**src/rtl/data_bus_bridge_pkg.sv**
```systemverilog
// Shared types, select codes, default region map and region-match helper for the data bus bridge.
package data_bus_bridge_pkg;

   typedef enum logic [1:0] {
      ST_IDLE = 2'd0,
      ST_REQ  = 2'd1,
      ST_DONE = 2'd2,
      ST_ERR  = 2'd3
   } state_t;

   localparam logic [1:0] SEL_NONE = 2'd0;
   localparam logic [1:0] SEL_RAM  = 2'd1;
   localparam logic [1:0] SEL_MMIO = 2'd2;

   localparam logic [31:0] DEF_DATA_BASE      = 32'h1001_0000;
   localparam int          DEF_DATA_SPAN_LOG2 = 16;
   localparam logic [31:0] DEF_MMIO_BASE      = 32'hFF00_0000;
   localparam int          DEF_MMIO_SPAN_LOG2 = 12;
   localparam int          DEF_TIMEOUT        = 255;

   // True when addr shares every bit above span_log2 with base.
   function automatic logic in_region(input logic [31:0] addr,
                                      input logic [31:0] base,
                                      input int          span_log2);
      return ((addr ^ base) >> span_log2) == 32'd0;
   endfunction

endpackage

```
**src/rtl/data_bus_bridge_bus_addr_decode.sv**
```systemverilog
// Combinational region decode (RAM wins on overlap) plus malformed-access check.
// Zero latency, no flow control; sel is forced to none whenever the access faults.
module bus_addr_decode
   import data_bus_bridge_pkg::*;
#(
   parameter logic [31:0] DATA_BASE      = DEF_DATA_BASE,
   parameter int          DATA_SPAN_LOG2 = DEF_DATA_SPAN_LOG2,
   parameter logic [31:0] MMIO_BASE      = DEF_MMIO_BASE,
   parameter int          MMIO_SPAN_LOG2 = DEF_MMIO_SPAN_LOG2
) (
   input  logic [31:0] iAddress,
   input  logic [3:0]  iByteEnable,
   input  logic        iWriteEnable,
   input  logic        iReadEnable,
   output logic [1:0]  oSel,
   output logic        oErr
);

   logic hit_ram;
   logic hit_mmio;

   always_comb begin
      hit_ram  = in_region(iAddress, DATA_BASE, DATA_SPAN_LOG2);
      hit_mmio = in_region(iAddress, MMIO_BASE, MMIO_SPAN_LOG2);
      oSel     = SEL_NONE;
      if (hit_ram)
         oSel = SEL_RAM;
      else if (hit_mmio)
         oSel = SEL_MMIO;
      oErr = (iReadEnable && iWriteEnable) || (iByteEnable == 4'b0000) || (oSel == SEL_NONE);
      if (oErr)
         oSel = SEL_NONE;
   end

endmodule

```
**src/rtl/data_bus_bridge.sv**
```systemverilog
// Turns single-cycle core data-bus strobes into a held req/ack transaction, stalling the core meanwhile.
// Latency >= 2 cycles per access (req, ack, done); faults and timeouts end in a one-cycle bus-error pulse.
module data_bus_bridge
   import data_bus_bridge_pkg::*;
#(
   parameter logic [31:0] DATA_BASE      = DEF_DATA_BASE,
   parameter int          DATA_SPAN_LOG2 = DEF_DATA_SPAN_LOG2,
   parameter logic [31:0] MMIO_BASE      = DEF_MMIO_BASE,
   parameter int          MMIO_SPAN_LOG2 = DEF_MMIO_SPAN_LOG2,
   parameter int          TIMEOUT        = DEF_TIMEOUT
) (
   input  logic        iCLK,
   input  logic        iRST,
   input  logic [31:0] iAddress,
   input  logic [31:0] iWriteData,
   input  logic [3:0]  iByteEnable,
   input  logic        iWriteEnable,
   input  logic        iReadEnable,
   output logic [31:0] oReadData,
   output logic        oStall,
   output logic        oBusError,
   output logic        oMemReq,
   output logic        oMemWE,
   output logic [1:0]  oMemSel,
   output logic [31:0] oMemAddr,
   output logic [31:0] oMemWData,
   output logic [3:0]  oMemBE,
   input  logic        iMemAck,
   input  logic [31:0] iMemRData
);

   localparam logic [7:0] TMO = 8'(TIMEOUT);

   state_t     state;
   logic [7:0] cnt;
   logic       access;
   logic [1:0] dec_sel;
   logic       dec_err;

   assign access = iReadEnable | iWriteEnable;

   bus_addr_decode #(
      .DATA_BASE      (DATA_BASE),
      .DATA_SPAN_LOG2 (DATA_SPAN_LOG2),
      .MMIO_BASE      (MMIO_BASE),
      .MMIO_SPAN_LOG2 (MMIO_SPAN_LOG2)
   ) u_decode (
      .iAddress     (iAddress),
      .iByteEnable  (iByteEnable),
      .iWriteEnable (iWriteEnable),
      .iReadEnable  (iReadEnable),
      .oSel         (dec_sel),
      .oErr         (dec_err)
   );

   // Stall must already be high in the cycle the core first presents the access.
   assign oStall = !iRST && (((state == ST_IDLE) && access) || (state == ST_REQ));

   always_ff @(posedge iCLK) begin
      if (iRST) begin
         state     <= ST_IDLE;
         cnt       <= 8'd0;
         oReadData <= 32'd0;
         oBusError <= 1'b0;
         oMemReq   <= 1'b0;
         oMemWE    <= 1'b0;
         oMemSel   <= SEL_NONE;
         oMemAddr  <= 32'd0;
         oMemWData <= 32'd0;
         oMemBE    <= 4'd0;
      end else begin
         oBusError <= 1'b0;
         case (state)
            ST_IDLE: begin
               if (access) begin
                  oMemWE    <= iWriteEnable;
                  oMemSel   <= dec_sel;
                  oMemAddr  <= iAddress;
                  oMemWData <= iWriteData;
                  oMemBE    <= iByteEnable;
                  if (dec_err) begin
                     state     <= ST_ERR;
                     oBusError <= 1'b1;
                     if (!iWriteEnable)
                        oReadData <= 32'd0;
                  end else begin
                     state   <= ST_REQ;
                     oMemReq <= 1'b1;
                     cnt     <= 8'd1;
                  end
               end
            end
            ST_REQ: begin
               // Ack takes priority over a timeout landing on the same edge.
               if (iMemAck) begin
                  state   <= ST_DONE;
                  oMemReq <= 1'b0;
                  cnt     <= 8'd0;
                  if (!oMemWE)
                     oReadData <= iMemRData;
               end else if (cnt == TMO) begin
                  state     <= ST_ERR;
                  oMemReq   <= 1'b0;
                  oBusError <= 1'b1;
                  cnt       <= 8'd0;
                  if (!oMemWE)
                     oReadData <= 32'd0;
               end else begin
                  cnt <= cnt + 8'd1;
               end
            end
            ST_DONE: state <= ST_IDLE;
            ST_ERR:  state <= ST_IDLE;
            default: state <= ST_IDLE;
         endcase
      end
   end

endmodule

```
**config.mk**
```make
export PLATFORM = sky130hd
export DESIGN_NAME = data_bus_bridge
export DESIGN_NICKNAME = d
export VERILOG_FILES = /design/src/rtl/data_bus_bridge_pkg.sv /design/src/rtl/data_bus_bridge_bus_addr_decode.sv /design/src/rtl/data_bus_bridge.sv
export SDC_FILE = /design/constraint.sdc
export NUM_CORES = 1
export LEC_CHECK = 0
export BUFFER_PORTS_ARGS = -buffer_cell sky130_fd_sc_hd__buf_2
export CAP_MARGIN = 0
export CORE_ASPECT_RATIO = 0.9
export CORE_MARGIN = 4
export CORE_UTILIZATION = 45
export CTS_CLUSTER_DIAMETER = 60
export CTS_CLUSTER_SIZE = 25
export DETAILED_ROUTE_END_ITERATION = 12
export PLACE_DENSITY = 0.79
export RECOVER_POWER = 50
export SYNTH_ARGS = -nofsm -noshare
export SYNTH_HDL_FRONTEND = slang
export SYNTH_SLANG_ARGS = --single-unit
```
**constraint.sdc**
```tcl
create_clock -name iCLK -period 3 [get_ports iCLK]
set_input_delay 0.6 -clock iCLK [delete_from_list [all_inputs] [get_ports iCLK]]
set_output_delay 0.6 -clock iCLK [all_outputs]
set_load 0.005 [all_outputs]
```
=== After elaboration in Yosys (flattened, before gate mapping) ===
Index checks and enable logic that the tools add are counted.

* Output and inout port bits: 106
* Logic and storage cells: 75
* Bits in registers: 115

* Equality and inequality tests: 11
* Bitwise operators: 3
* Multiplexer cells: 31
* Add/subtract/negate cells: 1
* Reduce and logical (&&, ||, !) cells: 19

{| class="wikitable"
|+ Operator list
! kind !! number
|-
| 32-bit 2-to-1 mux || 7
|-
| 32-bit logical NOT || 2
|-
| 32-bit case mux with 2 select lines || 1
|-
| 8-bit 2-to-1 mux || 4
|-
| 8-bit case mux with 2 select lines || 1
|-
| 2-bit 2-to-1 mux || 7
|-
| 8-bit by 1-bit adder with 8-bit output (second input constant) || 1
|-
| 8-bit equality test (second input constant) || 1
|-
| 1-bit 2-to-1 mux || 8
|-
| 2-bit != test (second input constant) || 4
|-
| 8-bit NOT || 1
|-
| 7-bit AND reduction || 1
|-
| 3-bit != test (second input constant) || 2
|-
| 2-bit case mux with 3 select lines || 1
|-
| 2-bit equality test (second input constant) || 2
|-
| 2-bit logical NOT || 2
|-
| 4-bit logical NOT || 1
|-
| 1-bit case mux with 2 select lines || 2
|-
| 2-bit AND reduction || 2
|-
| 4-bit AND reduction || 1
|-
| 1-bit logical AND || 3
|-
| 1-bit logical OR || 3
|-
| 3-bit by 2-bit != test with 1-bit output (second input constant) || 1
|-
| 3-bit AND reduction || 1
|-
| 6 further kinds || 6
|}

=== Depth between registers and ports, before layout ===
Gate-level depths: netlist of run 1.

* Word-level depth: 9
* Mapped depth: 7
* Depth with buffers taken out: 6

=== Hierarchy ===
Synthesis of run 1 repeated with hierarchy kept, for this count alone.

* Cell total of the unflattened synthesis: 549
* Area, all modules: 4555.6 µm²

{| class="wikitable"
|+ By module, submodules not included
! module !! area each (µm²) !! cells each !! instances
|-
| data_bus_bridge || 4444.3 || 534 || 1
|-
| bus_addr_decode || 111.4 || 15 || 1
|}

=== Worst setup path after synthesis of run 1 ===
OpenSTA, ideal clock, no wires.

* Path type: input -> register
* From: in iAddress[12]
* To: reg cnt[5]
* Setup time: 0.120 ns
* Arrival time: 2.327 ns
* Setup slack: 0.553 ns
* Stages: 5
* Path buffers: 0
* Required time: 2.880 ns
* Cells stage by stage: or4_1 -> or3_4 -> a2111oi_2 -> nor3_1 -> a211o_1

* Longest elaborated chain between the ends: 7

{| class="wikitable"
|+ RTL lines
! what !! line !! RTL
|-
| start: declaration || data_bus_bridge.sv:14 || <nowiki>input logic [31:0] iAddress,</nowiki>
|-
| 32-bit logical NOT || data_bus_bridge_pkg.sv:25 || <nowiki>return ((addr ^ base) >> span_log2) == 32'd0;</nowiki>
|-
| 2-bit 2-to-1 mux || data_bus_bridge_bus_addr_decode.sv:28 || <nowiki>else if (hit_mmio)</nowiki>
|-
| 2-bit 2-to-1 mux || data_bus_bridge_bus_addr_decode.sv:26 || <nowiki>if (hit_ram)</nowiki>
|-
| 2-bit logical NOT || data_bus_bridge_bus_addr_decode.sv:30 || <nowiki>oErr = (iReadEnable && iWriteEnable) || (iByteEnable == 4'b0000) || (oSel == SEL_NONE);</nowiki>
|-
| 1-bit logical OR || data_bus_bridge_bus_addr_decode.sv:30 ||
|-
| 2-bit != test (no line) || n/a ||
|-
| 3-bit AND reduction (no line) || n/a ||
|-
| end signal: assignment || data_bus_bridge.sv:109 || <nowiki>cnt <= cnt + 8'd1;</nowiki>
|-
| end: declaration || data_bus_bridge.sv:35 || <nowiki>logic [7:0] cnt;</nowiki>
|}

Every way passes these cells.
A chain may end at the register's enable or synchronous reset.

=== Worst setup path in the final report of run 1 ===
Same ends and word-level chain as after synthesis.

==> results of run 1 <==
==> critical path: cells and delay by family <==
kind                   cells  cell delay [ns]
AO/OA/AOI/OAI              2             0.74
buffers and inverters      1             0.11
AND/OR/NAND/NOR            3             1.17
==> state kept, by name, indices dropped and copies added, names as in the netlist <==
name and flops:
oMemReq 1, oMemBE 4, cnt 8, oMemWE 1, oMemAddr 32, oMemSel 2
oMemWData 32, oBusError 1, oReadData 32, state 2
==> cell type report <==
| cell class | count | area (µm²) |
|---|---|---|
| clock buffers | 19 | 442 |
| inverters | 1 | 3.75 |
| well taps | 119 | 149 |
| fillers | 742 | 2960 |
| repair buffers | 220 | 1070 |
| clock inverters | 13 | 151 |
| flip-flops and latches | 115 | 2300 |
| multi-input cells | 322 | 1700 |
==> final timing paths <==
kind                              start                    endpoint  slack (ns)
max                        iAddress[12]         cnt[5]$_SDFFE_PP0P_        0.75
min                       iMemRData[20]  oReadData[20]$_SDFFE_PP0P_        0.33
max reg2reg         cnt[0]$_SDFFE_PP0P_   oReadData[1]$_SDFFE_PP0P_        0.87
min reg2reg  oMemWData[25]$_SDFFE_PP0P_  oMemWData[25]$_SDFFE_PP0P_        0.45
==> layer usage <==
layer,GRT usage [%],up-vias
li1,-,2036
met1,27.2,1864
met2,35.4,176
met3,10.5,9
met4,5.44,0
met5,0,-
==> logic make-up (layout without fill, tap and decap cells) <==
family | after synthesis | after routing | synth area share (%)
simple gates | 192 | 192 | 19.9
compound gates | 127 | 127 | 20.1
flops | 115 | 115 | 55.8
buf+inv | 33 | 253 | 3.55
xor+xnor | 2 | 2 | 0.424
fa+ha+maj | 1 | 1 | 0.303
==> cells in the final DEF (no fill, tap or decap), types with 5 or more instances in the layout <==
cell type	synthesis	routed
buf_2	0	136
a22o_1	34	34
clkbuf_1	28	75
buf_4	0	6
clkbuf_16	0	16
nor3_1	10	10
a21oi_1	75	75
clkinv_4	0	5
dfxtp_1	115	115
nand2_1	143	143
nor2_1	14	14
==> power by group <==
| group | internal (mW) | leakage (nW) | switching (mW) | total, mW |
|---|---|---|---|---|
| clock network | 1.24 | 0.277 | 0.719 | 1.95 |
| logic | 0.210 | 1.32 | 0.288 | 0.498 |
| registers | 1.63 | 0.940 | 0.0586 | 1.69 |
==> per-stage QoR <==
stage                     total power [mW]  instances
final                                 4.14        809
after global routing                  4.34        809
after floorplan                       1.97        470
after CTS                             4.21        809
after detailed placement              2.24        777
after global placement                2.23        777
==> flow_metrics.py, run 1 <==
metrics = {
    "outcome": {
        "outcome": "finished, final reports clean",
    },
    "timing": {
        "rsz0062_at_grt": "no",
        "setup_slack_ns": 0.754,
        "fmaxAchievable_ghz": 0.445,
        "skew_ns": 0.0154,
        "hold_viol_final": 0,
        "fin_crit_ns": 2.25,
        "tns_ns": 0,
        "setup_viol": 0,
        "report.final.slew_viol_count": 0,
        "whs_ns": 0.326,
        "relSlewSlack_pct": 17.0,
        "finalCritPeriodShare_pct": 74.9,
        "worstMarginPinSlew_ns": 1.24,
    },
    "critical_path": {
        "start_kind": "primary input",
        "rr_worst_depth": 7,
        "slowest_stage": "or4_1",
        "endpoint_kind": "register",
        "cpPeakStageDelay_ns": 0.54,
        "cp.required_ns": 3.37,
        "worstSetupPathType": "primary input to register",
        "path_cells": "buf_2, or4_1, or3_4, a2111oi_2, nor3_1, a211o_1",
        "cp_max_fo": 6,
        "crit_arrival_ns": 2.62,
    },
    "clocking": {
        "cts_buffers": 17,
        "post_cts_resized": 0,
        "cts_root_buf": "clkbuf_8",
        "cts_tree": "built",
        "htreeDepth": 4,
        "cts_setup_buffers": 0,
        "clockBufferDepth": 2,
        "clkSinkCount": 115,
        "cts_hold_buffers": 0,
        "clock_latency_ns": 0.50,
        "clk_pin_slew_ns": 0.06,
    },
    "drt": {
        "drc": 0,
        "route.antenna.remaining_nets": 0,
        "route.met2.wl_um": 5610,
        "num_vias": 4085,
        "drt-pass1-iter-count": 4,
        "wl_per_cell_um": 14.8,
        "routed_wl_um": 12000,
        "drtIter0Drc": 258,
        "top_layer": "met4",
        "drt-met1-wl_um": 4890,
        "met3_length_um": 1390,
        "vias_per_cell": 5.05,
    },
    "placed_design": {
        "routabilityCongestion": 0.838,
        "io_buffers": 210,
        "place_area_mm2": 0.00532,
        "dpl.hpwl_um": 8920,
        "place_ws_ns": 0.248,
    },
    "synthesis": {
        "synth.area.top_cells": "dfxtp_1 (56%), nand2_1 (13%), a21oi_1 (9.1%)",
        "yosysWarnings": 0,
        "synth_edf_count": 0,
        "ys_seq_elements": 115,
        "syn_inst": 470,
        "synth_ff_type": "dfxtp_1",
        "synth_area_mm2": 0.00413,
        "synthDistinctLibCells": 37,
        "ys_seq_area_share_pct": 55.8,
        "synth.most_common_cell": "nand2_1",
        "synth.avg_cell_area_um2": 8.78,
        "synth_commonest_cells": "nand2_1 (143), dfxtp_1 (115), a21oi_1 (75), a22o_1 (34), clkbuf_1 (28)",
        "synth_top_area_cell": "dfxtp_1",
        "async_flop_share_pct": 0,
        "synthDominantCellAreaShare_pct": 55.8,
        "synth_fp_nets": 576,
    },
    "final_layout": {
        "layout-drive-gt1-share_pct": 27.2,
        "design_area_mm2": 0.00581,
        "area_delta_synth_final_pct": 40.8,
        "final_util_pct": 66.3,
        "n_antenna_cell": 0,
        "layout.nets": 783,
    },
    "floorplanning": {
        "io_pins": 211,
        "die_h_um": 98.9,
        "core_mm2": 0.00877,
        "rows": 32,
        "die_w_um": 109,
        "start_util_pct": 47.1,
        "design.die.area_mm2": 0.0108,
    },
    "power_and_ir_drop": {
        "leakagePower_nw": 2.53,
        "p_per_area_mw_per_mm2": 713,
        "ir_drop_uv": 603,
    },
    "min_path": {
        "worstHoldPathType": "primary input to register",
        "hold_depth": 2,
    },
    "flow_run": {
        "maxCapViolCount": 0,
    },
    "global_route": {
        "antenna_found_initial": 0,
        "grt_max_degree": 39,
        "grt_pass1_wl_um": 19300,
        "grt_overflow_total": 0,
        "grt_pass1_vias": 3969,
        "grtUsageTotal_pct": 22.2,
    },
}
(Power assumes the default switching activity.)
==> run 2: changes to the inputs <==
ABC_AREA = 1   (was not set)
CORE_UTILIZATION = 43   (was 45)
PLACE_DENSITY = 0.76   (was 0.79)
clock period = 2 ns   (was 3 ns; I/O delays follow)
==> flow_metrics.py, run 2 <==
metrics = {
    "synthesis": {
        "ys_seq_elements": 115,
        "synth_edf_count": 0,
        "synthDominantCellAreaShare_pct": 46.6,
        "ys_seq_area_share_pct": 46.6,
        "synth.most_common_cell": "nor2_1",
        "syn_inst": 725,
        "synth_top_area_cell": "dfxtp_1",
        "synth_ff_type": "dfxtp_1",
        "synth_area_mm2": 0.00494,
        "synth_fp_nets": 831,
        "yosysWarnings": 0,
        "synth_commonest_cells": "nor2_1 (201), nand2_1 (122), dfxtp_1 (115), o21ai_0 (70), inv_1 (59)",
        "async_flop_share_pct": 0,
        "synthDistinctLibCells": 24,
        "synth.area.top_cells": "dfxtp_1 (47%), nor2_1 (15%), nand2_1 (9.3%)",
        "synth.avg_cell_area_um2": 6.81,
    },
    "final_layout": {
        "layout_common_cells": "nor2_1 (199), buf_2 (132), nand2_1 (122), dfxtp_1 (114), clkbuf_1 (78)",
        "layout-drive-gt1-share_pct": 22.6,
        "final_common_cell": "nor2_1",
        "layout.nets": 1033,
        "final_util_pct": 60.4,
        "largestRegisters": "oMemAddr: 32 flops, oMemWData: 32 flops, oReadData: 32 flops",
        "area_delta_synth_final_pct": 34.9,
        "n_antenna_cell": 0,
    },
    "timing": {
        "setup_viol": 0,
        "fin_crit_ns": 1.91,
        "worstMarginPinSlew_ns": 0.426,
        "tns_ns": 0,
        "report.final.slew_viol_count": 0,
        "finalCritPeriodShare_pct": 95.4,
        "hold_viol_final": 0,
        "relSlewSlack_pct": 71.6,
        "fmaxAchievable_ghz": 0.524,
        "skew_ns": 0.00858,
    },
    "clocking": {
        "cts_hold_buffers": 0,
        "clk_pin_slew_ns": 0.06,
        "htreeDepth": 4,
        "cts_buffers": 17,
        "clock_latency_ns": 0.40,
        "clkSinkCount": 115,
        "cts_tree": "built",
        "clockBufferDepth": 2,
        "cts_root_buf": "clkbuf_16",
    },
    "power_and_ir_drop": {
        "p_per_area_mw_per_mm2": 1050,
        "ir_drop_uv": 668,
        "leakagePower_nw": 3.22,
    },
    "drt": {
        "vias_per_cell": 4.61,
        "num_vias": 5036,
        "wl_per_cell_um": 12.4,
        "routed_wl_um": 13500,
        "drt-pass1-iter-count": 4,
        "drc": 0,
        "drtIter0Drc": 292,
        "route.antenna.remaining_nets": 0,
    },
    "critical_path": {
        "rr_endpoint": "oReadData[28]$_SDFFE_PP0P_",
        "cp_max_fo": 4,
        "worstSetupPathType": "register to output port",
        "startpoint": "state[1]$_SDFFE_PP0P_",
        "start_kind": "register",
        "crit_arrival_ns": 1.51,
        "cp.required_ns": 1.60,
        "r2r-start": "cnt[0]$_SDFFE_PP0P_",
        "endpoint_kind": "output port",
        "ff2ff_setup_slack_ns": 0.25,
        "rr_worst_depth": 9,
    },
    "floorplanning": {
        "core_mm2": 0.0110,
        "die_w_um": 121,
        "start_util_pct": 44.7,
        "design.die.area_mm2": 0.0133,
        "rows": 36,
        "io_pins": 211,
        "die_h_um": 110,
    },
    "min_path": {
        "worstHoldEndpoint": "oMemWData[23]$_SDFFE_PP0P_",
        "min-delay-start": "iWriteData[23]",
        "hold_depth": 3,
        "worstHoldPathType": "primary input to register",
    },
    "global_route": {
        "grt_max_degree": 84,
        "grt_pass1_wl_um": 22300,
        "grt_pass1_vias": 4657,
        "grtUsageTotal_pct": 20.7,
        "grt_overflow_total": 0,
        "antenna_found_initial": 0,
    },
    "flow_run": {
        "maxCapViolCount": 0,
    },
    "placed_design": {
        "dpl.hpwl_um": 9400,
        "routabilityCongestion": 0.861,
        "io_buffers": 210,
    },
    "outcome": {
        "outcome": "finished, final reports clean",
    },
}
[run 2: changes by cell type after synthesis, moves of 21 or more]
cell     change
nand2_1     -21
a21oi_1     -51
o21ai_0     +65
nor2_1     +187
nand4_1     +22
a22o_1      -34
nand3_1     +31
inv_1       +58
[run 2: timing repair]
| action | CTS | global route |
|---|---|---|
| gates cloned | 0 | 0 |
| buffers inserted | 1 | 0 |
| gates resized for setup | 2 | 3 |
| endpoints found under the setup margin | 1 | 9 |
[run 2: cell families after synthesis]
group	share of synthesized area (%)
buffers and inverters	10.1
XOR/XNOR	0.355
flip-flops	46.6
AND/OR/NAND/NOR	32.5
AO/OA/AOI/OAI	10.1
adder cells (fa/ha/maj)	0.253
[run 2: final cells by class]
class / instances / area (µm²)
sequential: 115 / 2300
fill: 1050 / 4370
inverter: 77 / 289
tap: 152 / 190
timing repair buffer: 228 / 1160
clock inverter: 15 / 146
multi-input combinational: 488 / 2140
clock buffer: 17 / 425
[run 2: how the worst max path moves through the flow]
stage,end
global route,oStall
floorplan,oStall
CTS,oStall
finish,oStall
detailed placement,oReadData[31]$_SDFFE_PP0P_
global placement,oReadData[5]$_SDFFE_PP0P_
[run 2: metrics by stage]
step	instance area, µm²	instances	hold WS (ns)	setup slack, ns	total power, mW
after global placement	6160	1059	0.469	0.240	4.19
final	6660	1092	0.218	0.0910	7.00
after CTS	6750	1092	0.204	0.0298	7.12
after floorplan	4940	725	0.449	0.406	3.59
after detailed placement	6160	1059	0.459	0.208	4.20
after global routing	6660	1092	0.205	-0.0159	7.44
[run 2: report_power, final]
group / internal, mW / switching [mW]
logic: 0.557 / 0.832
clock network: 1.74 / 1.15
registers: 2.59 / 0.141
[run 2: layer usage]
layer	track usage [%]	part of all wire (%)
met3	7.20	6.1
met5	0	0
met2	33.0	48
met1	27.2	45
met4	4.29	0.80
[run 2: worst max-delay path, cell delays in order, from the launching register on]
cell and delay [ns]:
dfxtp_1 0.33, nor2_2 0.20, inv_1 0.10, nor2_4 0.13
inv_2 0.08, a21oi_1 0.12, buf_2 0.15
